File: config.mk
export PLATFORM = sky130hd
export DESIGN_NAME = rf_bank_read_scheduler_flat
export DESIGN_NICKNAME = d
export VERILOG_FILES = /design/src/rtl/rf_bank_read_scheduler_if.sv /design/src/rtl/rf_bank_read_scheduler.sv /design/src/flat_wrapper.sv
export SDC_FILE = /design/constraint.sdc
export NUM_CORES = 1
export LEC_CHECK = 0
export BUFFER_PORTS_ARGS = -buffer_cell sky130_fd_sc_hd__buf_2
export CORE_MARGIN = 4
export CORE_UTILIZATION = 40
export DETAILED_ROUTE_END_ITERATION = 16
export PLACE_DENSITY = 0.63
export SYNTH_ARGS = -nofsm -noshare
export SYNTH_HDL_FRONTEND = slang
export SYNTH_SLANG_ARGS = --single-unit
File: constraint.sdc
create_clock -name clk -period 4.5 [get_ports clk]
set_input_delay 0.225 -clock clk [delete_from_list [all_inputs] [get_ports clk]]
set_output_delay 0.225 -clock clk [all_outputs]
set_load 0.02 [all_outputs]
File: src/rtl/rf_bank_read_scheduler_if.sv
// rf_bank_read_scheduler_if
//  Operand-read request / register-file read bus between the issue stage
//  and the banked read scheduler.
//  master : issue side (drives requests, CDB write, flush; sees Stall and reads)
//  slave  : scheduler side
//  Signals: Req_Valid, Src{1,2}_{Valid,Bank,Row}, OCID, WriteValid, WriteBank,
//           Flush -> scheduler; Stall, Rd_En, Rd_Row, Rd_Tag, Conflict_Cnt <- scheduler.
interface rf_bank_read_scheduler_if #(
  parameter int NUM_BANKS = 4,
  parameter int ROW_W     = 3,
  parameter int TAG_W     = 3
);
  localparam int BANK_W = $clog2(NUM_BANKS);

  logic                       Req_Valid;
  logic                       Src1_Valid;
  logic [BANK_W-1:0]          Src1_Bank;
  logic [ROW_W-1:0]           Src1_Row;
  logic                       Src2_Valid;
  logic [BANK_W-1:0]          Src2_Bank;
  logic [ROW_W-1:0]           Src2_Row;
  logic [TAG_W-2:0]           OCID;
  logic                       WriteValid;
  logic [BANK_W-1:0]          WriteBank;
  logic                       Flush;
  logic                       Stall;
  logic [NUM_BANKS-1:0]       Rd_En;
  logic [NUM_BANKS*ROW_W-1:0] Rd_Row;
  logic [NUM_BANKS*TAG_W-1:0] Rd_Tag;
  logic [15:0]                Conflict_Cnt;

  modport master (
    output Req_Valid, Src1_Valid, Src1_Bank, Src1_Row,
           Src2_Valid, Src2_Bank, Src2_Row, OCID,
           WriteValid, WriteBank, Flush,
    input  Stall, Rd_En, Rd_Row, Rd_Tag, Conflict_Cnt
  );

  modport slave (
    input  Req_Valid, Src1_Valid, Src1_Bank, Src1_Row,
           Src2_Valid, Src2_Bank, Src2_Row, OCID,
           WriteValid, WriteBank, Flush,
    output Stall, Rd_En, Rd_Row, Rd_Tag, Conflict_Cnt
  );
endinterface

File: src/rtl/rf_bank_read_scheduler.sv
// rf_bank_read_scheduler
//  Queues up to two operand reads per instruction into per-bank FIFOs and
//  issues at most one read per bank per cycle. A CDB write to a bank blocks
//  that bank's read for the cycle; Flush drops everything queued.
//  Ports: clk, rst (async, active-low), bus (rf_bank_read_scheduler_if.slave).

// rf_bank_queue: one bank's circular FIFO of {row, tag} plus its read register.
//  i_s1_we/i_s2_we are already qualified with request acceptance.
module rf_bank_queue #(
  parameter int DEPTH = 4,
  parameter int ROW_W = 3,
  parameter int TAG_W = 3,
  localparam int ENT_W = ROW_W + TAG_W,
  localparam int PTR_W = $clog2(DEPTH),
  localparam int CNT_W = $clog2(DEPTH) + 1
) (
  input  logic             clk,
  input  logic             rst,
  input  logic             i_flush,
  input  logic             i_wr_blk,
  input  logic             i_s1_we,
  input  logic [ENT_W-1:0] i_s1_ent,
  input  logic             i_s2_we,
  input  logic [ENT_W-1:0] i_s2_ent,
  output logic [CNT_W-1:0] o_cnt,
  output logic             o_blocked,
  output logic             o_rd_en,
  output logic [ROW_W-1:0] o_rd_row,
  output logic [TAG_W-1:0] o_rd_tag
);
  logic [ENT_W-1:0] r_mem [DEPTH];
  logic [PTR_W-1:0] r_rd_ptr, r_wr_ptr;
  logic [CNT_W-1:0] r_cnt;
  logic             w_deq;
  logic [CNT_W-1:0] w_n_enq;

  assign w_deq     = (r_cnt != '0) & ~i_wr_blk & ~i_flush;
  assign w_n_enq   = CNT_W'(i_s1_we) + CNT_W'(i_s2_we);
  assign o_blocked = (r_cnt != '0) & i_wr_blk;
  assign o_cnt     = r_cnt;

  // Src1 takes the lower slot when both land in this bank.
  always_ff @(posedge clk) begin
    if (i_s1_we) r_mem[r_wr_ptr] <= i_s1_ent;
    if (i_s2_we) r_mem[r_wr_ptr + PTR_W'(i_s1_we)] <= i_s2_ent;
  end

  always_ff @(posedge clk or negedge rst) begin
    if (!rst) begin
      r_rd_ptr <= '0;
      r_wr_ptr <= '0;
      r_cnt    <= '0;
      o_rd_en  <= 1'b0;
      o_rd_row <= '0;
      o_rd_tag <= '0;
    end else if (i_flush) begin
      r_rd_ptr <= '0;
      r_wr_ptr <= '0;
      r_cnt    <= '0;
      o_rd_en  <= 1'b0;
    end else begin
      r_wr_ptr <= r_wr_ptr + PTR_W'(w_n_enq);
      r_cnt    <= r_cnt + w_n_enq - CNT_W'(w_deq);
      o_rd_en  <= w_deq;
      if (w_deq) begin
        r_rd_ptr             <= r_rd_ptr + 1'b1;
        {o_rd_row, o_rd_tag} <= r_mem[r_rd_ptr];
      end
    end
  end
endmodule

module rf_bank_read_scheduler #(
  parameter int NUM_BANKS  = 4,
  parameter int FIFO_DEPTH = 4,
  parameter int ROW_W      = 3,
  parameter int TAG_W      = 3
) (
  input  logic                     clk,
  input  logic                     rst,
  rf_bank_read_scheduler_if.slave  bus
);
  localparam int BANK_W = $clog2(NUM_BANKS);
  localparam int CNT_W  = $clog2(FIFO_DEPTH) + 1;
  localparam int SUM_W  = CNT_W + 1;
  localparam int ENT_W  = ROW_W + TAG_W;

  logic                 w_accept;
  logic [NUM_BANKS-1:0] w_over, w_blocked;
  logic [ENT_W-1:0]     w_ent1, w_ent2;
  logic [15:0]          r_conflict_cnt;

  assign w_ent1 = {bus.Src1_Row, bus.OCID, 1'b0};
  assign w_ent2 = {bus.Src2_Row, bus.OCID, 1'b1};

  // Stall looks at the current occupancy only; a same-cycle dequeue gives no credit.
  assign bus.Stall = bus.Req_Valid & (|w_over);
  assign w_accept  = bus.Req_Valid & ~bus.Stall & ~bus.Flush;

  for (genvar b = 0; b < NUM_BANKS; b++) begin : g_bank
    logic             w_s1_hit, w_s2_hit, w_wr_blk;
    logic [1:0]       w_need;
    logic [CNT_W-1:0] w_cnt;

    assign w_s1_hit = bus.Src1_Valid & (bus.Src1_Bank == BANK_W'(b));
    assign w_s2_hit = bus.Src2_Valid & (bus.Src2_Bank == BANK_W'(b));
    assign w_wr_blk = bus.WriteValid & (bus.WriteBank == BANK_W'(b));
    assign w_need   = {1'b0, w_s1_hit} + {1'b0, w_s2_hit};
    assign w_over[b] = (SUM_W'(w_cnt) + SUM_W'(w_need)) > SUM_W'(FIFO_DEPTH);

    rf_bank_queue #(.DEPTH(FIFO_DEPTH), .ROW_W(ROW_W), .TAG_W(TAG_W)) u_q (
      .clk      (clk),
      .rst      (rst),
      .i_flush  (bus.Flush),
      .i_wr_blk (w_wr_blk),
      .i_s1_we  (w_accept & w_s1_hit),
      .i_s1_ent (w_ent1),
      .i_s2_we  (w_accept & w_s2_hit),
      .i_s2_ent (w_ent2),
      .o_cnt    (w_cnt),
      .o_blocked(w_blocked[b]),
      .o_rd_en  (bus.Rd_En[b]),
      .o_rd_row (bus.Rd_Row[b*ROW_W +: ROW_W]),
      .o_rd_tag (bus.Rd_Tag[b*TAG_W +: TAG_W])
    );
  end

  // Only one bank can be write-blocked per cycle, so this is at most +1.
  // Counting continues through Flush; the counter is only cleared by reset.
  always_ff @(posedge clk or negedge rst) begin
    if (!rst)                                          r_conflict_cnt <= '0;
    else if ((|w_blocked) && (r_conflict_cnt != 16'hFFFF)) r_conflict_cnt <= r_conflict_cnt + 16'd1;
  end

  assign bus.Conflict_Cnt = r_conflict_cnt;
endmodule

File: src/flat_wrapper.sv
// flat-port wrapper written by rule: the top's interface ports become plain ports
module rf_bank_read_scheduler_flat 
#(
  parameter int NUM_BANKS  = 4,
  parameter int FIFO_DEPTH = 4,
  parameter int ROW_W      = 3,
  parameter int TAG_W      = 3
)
  (clk, rst, bus_Req_Valid, bus_Src1_Valid, bus_Src1_Bank, bus_Src1_Row, bus_Src2_Valid, bus_Src2_Bank, bus_Src2_Row, bus_OCID, bus_WriteValid, bus_WriteBank, bus_Flush, bus_Stall, bus_Rd_En, bus_Rd_Row, bus_Rd_Tag, bus_Conflict_Cnt);
  rf_bank_read_scheduler_if #(.NUM_BANKS(NUM_BANKS), .ROW_W(ROW_W), .TAG_W(TAG_W)) bus_i ();
  input  logic clk;
  input  logic rst;
  input wire logic [$bits(bus_i.Req_Valid)-1:0] bus_Req_Valid;
  input wire logic [$bits(bus_i.Src1_Valid)-1:0] bus_Src1_Valid;
  input wire logic [$bits(bus_i.Src1_Bank)-1:0] bus_Src1_Bank;
  input wire logic [$bits(bus_i.Src1_Row)-1:0] bus_Src1_Row;
  input wire logic [$bits(bus_i.Src2_Valid)-1:0] bus_Src2_Valid;
  input wire logic [$bits(bus_i.Src2_Bank)-1:0] bus_Src2_Bank;
  input wire logic [$bits(bus_i.Src2_Row)-1:0] bus_Src2_Row;
  input wire logic [$bits(bus_i.OCID)-1:0] bus_OCID;
  input wire logic [$bits(bus_i.WriteValid)-1:0] bus_WriteValid;
  input wire logic [$bits(bus_i.WriteBank)-1:0] bus_WriteBank;
  input wire logic [$bits(bus_i.Flush)-1:0] bus_Flush;
  output wire logic [$bits(bus_i.Stall)-1:0] bus_Stall;
  output wire logic [$bits(bus_i.Rd_En)-1:0] bus_Rd_En;
  output wire logic [$bits(bus_i.Rd_Row)-1:0] bus_Rd_Row;
  output wire logic [$bits(bus_i.Rd_Tag)-1:0] bus_Rd_Tag;
  output wire logic [$bits(bus_i.Conflict_Cnt)-1:0] bus_Conflict_Cnt;
  assign bus_i.Req_Valid = bus_Req_Valid;
  assign bus_i.Src1_Valid = bus_Src1_Valid;
  assign bus_i.Src1_Bank = bus_Src1_Bank;
  assign bus_i.Src1_Row = bus_Src1_Row;
  assign bus_i.Src2_Valid = bus_Src2_Valid;
  assign bus_i.Src2_Bank = bus_Src2_Bank;
  assign bus_i.Src2_Row = bus_Src2_Row;
  assign bus_i.OCID = bus_OCID;
  assign bus_i.WriteValid = bus_WriteValid;
  assign bus_i.WriteBank = bus_WriteBank;
  assign bus_i.Flush = bus_Flush;
  assign bus_Stall = bus_i.Stall;
  assign bus_Rd_En = bus_i.Rd_En;
  assign bus_Rd_Row = bus_i.Rd_Row;
  assign bus_Rd_Tag = bus_i.Rd_Tag;
  assign bus_Conflict_Cnt = bus_i.Conflict_Cnt;
  rf_bank_read_scheduler #(.NUM_BANKS(NUM_BANKS), .FIFO_DEPTH(FIFO_DEPTH), .ROW_W(ROW_W), .TAG_W(TAG_W)) u_core (.clk(clk), .rst(rst), .bus(bus_i));
endmodule
==> results of run 1 <==
## flip-flops by register name (all words and copies together) (netlist names)
signal	cells
u_core.g_bank.u_q.o_rd_tag	12
u_core.g_bank.u_q.r_wr_ptr	8
u_core.bus.Conflict_Cnt	16
u_core.g_bank.u_q.o_rd_en	4
u_core.g_bank.u_q.o_cnt	12
u_core.g_bank.u_q.r_rd_ptr	8
u_core.g_bank.u_q.o_rd_row	12
u_core.g_bank.u_q.r_mem	96
## power groups by stage
stage          Clock [µW]  Combinational, µW  Sequential, µW
2_1_floorplan           0               1210            2200
3_3_place_gp            0               1830            2140
3_5_place_dp            0               1850            2150
4_1_cts              1580               1860            2120
5_1_grt              1650               2030            2160
6_report             1560               1840            2110
## worst paths after layout
| path | startpoint | depth (start not counted) | end | slack, ps |
|---|---|---|---|---|
| hold / removal | rst | 1 | u_core.g_bank[0].u_q.o_cnt[0]$_DFF_PN0_ | -30 |
| min in group clk | bus_Flush | 2 | u_core.g_bank[1].u_q.r_wr_ptr[1]$_DFF_PN0_ | 160 |
| hold reg to reg | u_core.g_bank[1].u_q.r_mem[2][0]$_SDFFE_PP1N_ | 2 | u_core.g_bank[1].u_q.r_mem[2][0]$_SDFFE_PP1N_ | 470 |
| max in group asynchronous | rst | 1 | u_core.g_bank[1].u_q.o_rd_en$_DFF_PN0_ | 3890 |
| setup / recovery | u_core.g_bank[2].u_q.o_cnt[0]$_DFF_PN0_ | 13 | u_core.g_bank[1].u_q.r_mem[2][5]$_DFFE_PP_ | 340 |
| setup reg to reg | u_core.g_bank[2].u_q.o_cnt[0]$_DFF_PN0_ | 13 | u_core.g_bank[1].u_q.r_mem[2][5]$_DFFE_PP_ | 340 |
## critical path: stages, from the launching register on
cell,delay [ps]
dfrtp_1,430
fa_1,420
ha_1,310
nor2_1,100
o22ai_1,110
a211oi_1,340
nand2_2,160
buf_4,190
nor3_1,300
ha_1,320
or3_4,430
o21a_1,210
a2bb2oi_1,160
nor2_1,330
## metal layers
metal,GRT usage,up-vias,wire length (µm)
met4,0.0623,0,562
met1,0.232,3322,9490
met5,0,-,0
met2,0.296,195,10900
met3,0.0347,34,1130
li1,-,3183,-
## final cells by class
type | instances | share of cell area
well taps | 280 | 0.0339
diodes | 1 | 0.000242
repair buffers | 87 | 0.0477
multi-input cells | 609 | 0.410
clock inverters | 15 | 0.0191
inverters | 29 | 0.0105
clock buffers | 17 | 0.0411
flip-flops and latches | 168 | 0.437
## cells in the final DEF, fill, tap and decap left out, types with 6 or more instances in the layout
cell	instances
or3_1	17
nand2_1	79
dfxtp_1	16
and2_1	6
edfxtp_1	80
nor2b_1	28
a21oi_1	53
nand2b_1	7
clkbuf_16	17
inv_1	29
fa_1	8
buf_2	64
xor2_1	21
buf_4	23
mux2_2	27
nand3_1	57
xnor2_1	27
ha_1	29
dfrtp_1	72
nor3_1	17
o21ai_0	19
nor2_1	102
nand4_1	15
mux4_2	24
and3_1	9
o41ai_1	16
## per-stage QoR
| step | util | hold slack, ps | power (µW) | cells |
|---|---|---|---|---|
| 3_5_place_dp | 0.440 | 462 | 4000 | 1173 |
| 5_1_grt | 0.468 | 61.2 | 5850 | 1206 |
| 3_3_place_gp | 0.440 | 447 | 3970 | 1173 |
| 2_1_floorplan | - | -70.6 | 3410 | 860 |
| 6_report | 0.468 | -32.7 | 5510 | 1206 |
| 4_1_cts | 0.468 | 13.4 | 5560 | 1205 |
## kinds of logic (layout without fill, tap and decap cells)
family,Yosys count,count (layout),share of synthesized area
AOI/OAI and AO/OA,116,116,0.0798
other,0,1,0
and+or+nand+nor,357,357,0.189
buffers and inverters,83,148,0.0375
DFF,168,168,0.497
muxes,51,51,0.0927
adders and majority gates,37,37,0.0574
xor gates and xnor gates,48,48,0.0462
==> impl_metrics.yaml, run 1 <==
run_status:
  status: "finished with violations"
  violations: "hold timing"
clock_tree:
  cts_buffers: 17
  cts_root_buf: "clkbuf_16"
  cts_setup_buffers: 0
  cts_sinks: 168
  cts_resized: 0
  cts_tree: "built"
  cts_hold_buf: 0
  cts.path.max_buffers: 2
  clk_pin_slew_ps: 70
  h-tree-depth: 4
  clock_latency_ps: 430
job:
  maxCapViolations: 0
place:
  place_area_um2: 9720
  post-place-ws_ps: 11.9
  port_buffers: 65
  place_congestion: 0.900
  hpwl_um: 16100
sta:
  hold_ws_ps: -32.7
  tns_ps: 0
  max_slew_margin: 0.326
  min_period_ps: 4160
  rsz0062_at_grt: "false"
  fin_skew_ps: 12.4
  setup_viol: 0
  worst_slack_ps: 345
  finalCritPeriodShare: 0.923
  slew_violations: 0
  timing.final.hold_violations: 68
  tightest_slew_ps: 1010
  fmax_mhz: 241
die:
  placementRows: 54
  design.die.area_um2: 25200
  ios: 66
  dieHeight_um: 159
  core-area_um2: 22100
  start_util: 0.412
  die_w_um: 159
synthesis:
  synth.most_common_cell: "nor2_1"
  async_flop_share: 0.429
  synth_area_per_cell_um2: 10.6
  ys_seq_area_frac: 0.497
  syn_area_um2: 9110
  yosysTopAreaCell: "edfxtp_1"
  synth_cells: 860
  syn_nets: 918
  synth_ff_type: "edfxtp_1"
  ys_ff_latch: 168
  synth_area_leaders: "edfxtp_1 (26%), dfrtp_1 (20%), mux4_2 (5.9%)"
  synth_top_area_share: 0.264
  ys_top_cells_by_count: "nor2_1 (102), edfxtp_1 (80), nand2_1 (80)"
  synth_warnings: 0
  synth_edf_count: 80
  ys_types: 57
route:
  via_per_inst: 5.58
  wl_per_cell_um: 18.3
  drt-initial-drc-count: 600
  ant_nets: 0
  num_vias: 6734
  dr.pass1.iters: 5
  wl_um: 22100
  drc: 0
finish:
  drive_above_1_share: 0.192
  final_cell_area_um2: 10300
  nets: 970
  multi_input_area_um2: 4240
  nFillCells: 2053
  seqCellArea_um2: 4520
  syn2layout_area_growth_pct: 13.6
power:
  switching_share: 0.369
  p_seq_frac: 0.383
  combPwrFrac: 0.335
  switchingPower_uw: 2030
  internal_power_uw: 3480
  power_density_nw_per_um2: 533
  vdd_drop_max_mv: 0.298
  p_leak_uw: 0.00400
  clkPwrFrac: 0.283
global_route:
  antenna_found_initial: 1
  overflow: 0
  grt_pass1_vias: 6569
  grt_max_degree: 73
  grt_use_total: 0.177
  grt_pass1_wl_um: 35800
critical_path:
  arrival_ps: 4250
  worstPathRequired_ps: 4600
  worstSetupPathType: "reg -> reg"
  worst_setup_path_start_kind: "flip-flop"
  path_max_fanout: 6
  endpoint_kind: "flip-flop"
min_path:
  hold_path_class: "in -> async"
Note: power is estimated with default switching activity, not from simulation.
==> inputs of run 2 (changes only) <==
- ABC_AREA: default -> 1
- SLEW_MARGIN: default -> 20
==> impl_metrics.yaml, run 2 <==
clock_tree:
  clock_latency_ps: 430
  cts_setup_buffers: 0
  cts_sinks: 168
  clk_pin_slew_ps: 70
  cts_root_buf: "clkbuf_16"
  cts_buffers: 17
  h-tree-depth: 4
  cts_tree: "built"
  cts.path.max_buffers: 2
sta:
  min_period_ps: 3710
  tightest_slew_ps: 883
  rsz0062_at_grt: "false"
  tns_ps: 0
  setup_viol: 0
  max_slew_margin: 0.409
  fmax_mhz: 269
  slew_violations: 0
  finalCritPeriodShare: 0.825
  hold_ws_ps: 220
  timing.final.hold_violations: 0
  fin_skew_ps: 10.5
run_status:
  status: "completed"
route:
  num_vias: 7156
  wl_per_cell_um: 15.1
  drc: 0
  dr.pass1.iters: 5
  ant_nets: 0
  wl_um: 21400
  via_per_inst: 5.05
  drt-initial-drc-count: 475
synthesis:
  yosysTopAreaCell: "edfxtp_1"
  ys_ff_latch: 168
  synth_ff_type: "edfxtp_1"
  ys_types: 27
  synth_top_area_share: 0.267
  synth_area_leaders: "edfxtp_1 (27%), dfrtp_1 (20%), nand2_1 (11%)"
  ys_top_cells_by_count: "nand2_1 (253), nor2_1 (184), inv_1 (131)"
  syn_area_um2: 8990
  syn_nets: 1127
  synth_cells: 1069
  synth.most_common_cell: "nand2_1"
  synth_edf_count: 80
  synth_warnings: 0
  synth_area_per_cell_um2: 8.41
  async_flop_share: 0.429
  ys_seq_area_frac: 0.503
critical_path:
  worstPathRequired_ps: 4800
  worst-r2r-setup-slack_ps: 820
  arrival_ps: 4020
  worstSetupPathType: "in -> reg"
  crit_family: "adder cells"
  max_stage_delay_ps: 420
  crit_slowest_cell: "fa_1"
  crit_buf_inv: 8
  worst_setup_path_start_kind: "input port"
  crit_top_cell: "inv_1"
  endpoint_kind: "flip-flop"
  crit_path_cell_trace: "buf_2 > inv_1 > nor3_1 > inv_1 > fa_1 > inv_1 > ha_1 > inv_1 > nand2_1 > nand3_1 > nand2_1 > nor2_4 > nand3_2 > nor2_1 > ha_1 > inv_1 > ha_1 > inv_1 > ha_1 > inv_1 > fa_1 > xor2_1 > nor2_1"
  path_max_fanout: 10
global_route:
  grt_max_degree: 73
  grt_pass1_wl_um: 34300
  antenna_found_initial: 0
  overflow: 0
  grt_use_total: 0.176
  grt_pass1_vias: 6686
finish:
  syn2layout_area_growth_pct: 12.9
  largest_register_ffs: 96
  num_antenna_cells: 0
  final_cell_mix: "nand2_1 (253), nor2_1 (184), inv_1 (131)"
  top_register: "u_core.g_bank.u_q.r_mem"
  final_common_cell: "nand2_1"
  instances_no_fill: 1418
  nets: 1183
  nFillCells: 2098
  drive_above_1_share: 0.117
die:
  ios: 66
  design.die.area_um2: 24900
  dieHeight_um: 158
  core-area_um2: 22000
  start_util: 0.409
  placementRows: 54
  die_w_um: 158
min_path:
  hold_path_class: "in -> reg"
place:
  place_congestion: 0.842
  dp.cells: 1385
  hpwl_um: 15400
  port_buffers: 65
job:
  maxCapViolations: 0
power:
  vdd_drop_max_mv: 0.265
  p_leak_uw: 0.00485
  power_density_nw_per_um2: 520
[run 2: worst min-delay path, stage by stage]
cell,delay (ps)
buf_2,170
nand3_1,90
nand2_1,60
[run 2: what timing repair did]
| action | CTS | global route |
|---|---|---|
| hold buffers | 0 | 1 |
| endpoints found under the hold margin | 0 | 72 |
| resized for setup | 0 | 0 |
[run 2: area by class of cell]
type	count	area, µm²	share of cell area
well taps	280	350	0.0345
repair buffers	69	364	0.0359
clock buffers	18	439	0.0433
flip-flops and latches	168	4520	0.446
clock inverters	14	149	0.0147
inverters	131	492	0.0485
multi-input cells	738	3830	0.377
[run 2: worst paths after layout]
kind                                                                from                                             to  depth (start not counted)
max                                                     bus_Src1_Bank[0]        u_core.g_bank[3].u_q.o_cnt[2]$_DFF_PN0_                         23
min                                                      bus_Src1_Row[1]     u_core.g_bank[2].u_q.r_mem[0][4]$_DFFE_PP_                          3
max reg2reg                      u_core.g_bank[2].u_q.o_cnt[0]$_DFF_PN0_        u_core.g_bank[3].u_q.o_cnt[2]$_DFF_PN0_                         18
min reg2reg                u_core.g_bank[1].u_q.r_mem[1][0]$_SDFFE_PP1N_  u_core.g_bank[1].u_q.r_mem[1][0]$_SDFFE_PP1N_                          2
max in group asynchronous                                            rst     u_core.g_bank[1].u_q.r_wr_ptr[1]$_DFF_PN0_                          2
min in group asynchronous                                            rst   u_core.g_bank[0].u_q.r_rd_ptr[1]$_DFFE_PN0P_                          2
[run 2: logic make-up after synthesis]
family | Yosys count | share of synthesized area
xor gates and xnor gates | 31 | 0.0302
and+or+nand+nor | 528 | 0.237
AOI/OAI and AO/OA | 118 | 0.0700
adders and majority gates | 37 | 0.0582
DFF | 168 | 0.503
muxes | 24 | 0.0301
buffers and inverters | 163 | 0.0706
[run 2: metrics by stage]
step / utilization / power (µW) / cell area [µm²] / setup slack [ps]
after detailed placement: 0.435 / 3850 / 9540 / 347
after global placement: 0.435 / 3810 / 9540 / 469
final: 0.462 / 5280 / 10100 / 787
after CTS: 0.461 / 5330 / 10100 / 797
after global routing: 0.462 / 5640 / 10100 / 478
after floorplan: - / 3350 / 8990 / 986
[run 2: metal layers]
metal	global-route usage	up-vias	share of wire
li1	-	3571	-
met2	0.280	192	0.47
met3	0.0448	24	0.056
met5	0	-	0
met1	0.241	3369	0.46
met4	0.0463	0	0.016
[run 2: power by group]
part / total (µW) / switching [µW] / internal, µW
combinational: 1700 / 1060 / 648
clock: 1460 / 628 / 835
sequential: 2110 / 242 / 1870
total: 5280 / 1930 / 3350
==> inputs of run 3 (changes only) <==
- PLACE_DENSITY: 0.63 -> 0.65
- clock period: 4.5 -> 3.4 ns (I/O delays scaled with it)
==> impl_metrics.yaml, run 3 (synthesis gave the netlist of run 2 again) <==
run_status:
  status: "completed"
sta:
  hold_ws_ps: 174
  tightest_slew_ps: 888
  slew_violations: 0
  finalCritPeriodShare: 0.971
  tns_ps: 0
  fin_skew_ps: 13.5
  fmax_mhz: 303
  timing.final.hold_violations: 0
  min_period_ps: 3300
  setup_viol: 0
  max_slew_margin: 0.408
  rsz0062_at_grt: "true"
finish:
  final_cell_mix: "nand2_1 (239), nor2_1 (156), inv_1 (109)"
  largest_register_ffs: 96
  syn2layout_area_growth_pct: 25.2
  drive_above_1_share: 0.257
  nets: 1278
  instances_no_fill: 1513
  final_cell_area_um2: 11300
  num_antenna_cells: 0
  final_common_cell: "nand2_1"
  top_register: "u_core.g_bank.u_q.r_mem"
die:
  start_util: 0.409
  core-area_um2: 22000
  placementRows: 54
  design.die.area_um2: 24900
  die_w_um: 158
  dieHeight_um: 158
  ios: 66
route:
  ant_nets: 0
  dr.pass1.iters: 5
  drc: 0
  num_vias: 7559
  wl_per_cell_um: 14.7
  drt-initial-drc-count: 561
  wl_um: 22200
  via_per_inst: 5.00
global_route:
  overflow: 0
  use_met2: 0.291
  grt_pass1_wl_um: 35600
  met1_usage: 0.250
  grt_max_degree: 63
  grt_util_met3: 0.0361
  grt_use_total: 0.182
  antenna_found_initial: 0
  grt_pass1_vias: 7190
  busiest_layer: "met2"
clock_tree:
  cts_tree: "built"
  clk_pin_slew_ps: 60
  h-tree-depth: 4
  cts_buffers: 17
  cts.path.max_buffers: 2
  clock_latency_ps: 430
  cts_sinks: 168
  cts_root_buf: "clkbuf_16"
place:
  hpwl_um: 15800
  dp.cells: 1466
  port_buffers: 65
  place_area_um2: 10200
  place_congestion: 0.848
critical_path:
  rr_worst_depth: 17
  worst-r2r-setup-slack_ps: 100
  worstPathRequired_ps: 3710
  crit_slowest_cell: "fa_2"
  worstSetupPathType: "reg -> reg"
  arrival_ps: 3610
  path_max_fanout: 7
  crit_path_cell_trace: "fa_2 > ha_4 > inv_2 > nand2_2 > nand3_2 > nand2_2 > nor2_4 > nand3_4 > nor2_4 > ha_4 > inv_2 > ha_4 > inv_2 > ha_4 > inv_2 > fa_2 > nor2_2"
  endpoint_kind: "flip-flop"
  worst_setup_path_start_kind: "flip-flop"
  max_stage_delay_ps: 560
job:
  maxCapViolations: 0
min_path:
  hold_path_class: "in -> reg"
  min_path_cells: 3
power:
  vdd_drop_max_mv: 0.323
  p_leak_uw: 0.00527
  power_density_nw_per_um2: 652
## run 3: changes by cell type in the layout (fill, tap and decap cells not counted), sizes merged
| cell | change |
|---|---|
| clkbuf | +4 |
| buf | +95 |
| clkinv | -1 |
| clkinvlp | -2 |
| bufinv | -1 |
## run 3: power breakdown
group	leakage, µW	total (µW)	internal (µW)	switching, µW
Clock	0.000277	1870	1070	800
Combinational	0.00306	2650	1110	1540
Sequential	0.00193	2810	2470	342
Total	0.00527	7330	4650	2680
## run 3: what timing repair did
action	in CTS	in global routing
hold buffers	1	0
endpoints found under the hold margin	61	0
resized for setup	3	102
setup endpoints to repair	4	158
buffers inserted	6	8
pin swaps	4	31
gates cloned	0	0
## run 3: routing by layer
| layer | up-vias | part of all wire |
|---|---|---|
| met5 | - | 0 |
| met4 | 0 | 0.018 |
| met3 | 30 | 0.059 |
| met2 | 226 | 0.47 |
| met1 | 3542 | 0.46 |
| li1 | 3761 | - |
## run 3: layout make-up
cell class              instances  area (µm²)
fillers                      1973       10700
multi-input cells             738        4230
flip-flops and latches        168        4530
inverters                     131         497
clock inverters                10        91.3
well taps                     280         350
clock buffers                  22         474
repair buffers                164        1080
## run 3: path summary, 6_finish.rpt
path,from,end
max in group asynchronous,rst,u_core.bus.Conflict_Cnt[9]$_DFFE_PN0P_
worst max-delay path,u_core.g_bank[1].u_q.o_cnt[0]$_DFF_PN0_,u_core.g_bank[2].u_q.o_cnt[1]$_DFF_PN0_
worst max register to register,u_core.g_bank[1].u_q.o_cnt[0]$_DFF_PN0_,u_core.g_bank[2].u_q.o_cnt[1]$_DFF_PN0_
worst min-delay path,bus_Src1_Row[0],u_core.g_bank[3].u_q.r_mem[1][3]$_DFFE_PP_
worst min register to register,u_core.g_bank[1].u_q.r_mem[1][0]$_SDFFE_PP1N_,u_core.g_bank[1].u_q.r_mem[1][0]$_SDFFE_PP1N_
min in group asynchronous,rst,u_core.g_bank[0].u_q.o_rd_tag[0]$_DFFE_PN0P_
## run 3: critical path, delay by kind of cell (launching register included)
family / cells / cell delay [ps]
fa+ha+maj: 6 / 1730
simple gates: 7 / 810
buf+inv: 4 / 190
flops: 1 / 430
## run 3: through the flow
step	worst slack, ps	util	total power [µW]
after floorplan	7.11	-	4450
after global placement	-215	0.464	5130
after detailed placement	-339	0.464	5200
after CTS	-4.37	0.493	7150
after global routing	-96.6	0.512	7860
final	97.3	0.512	7330
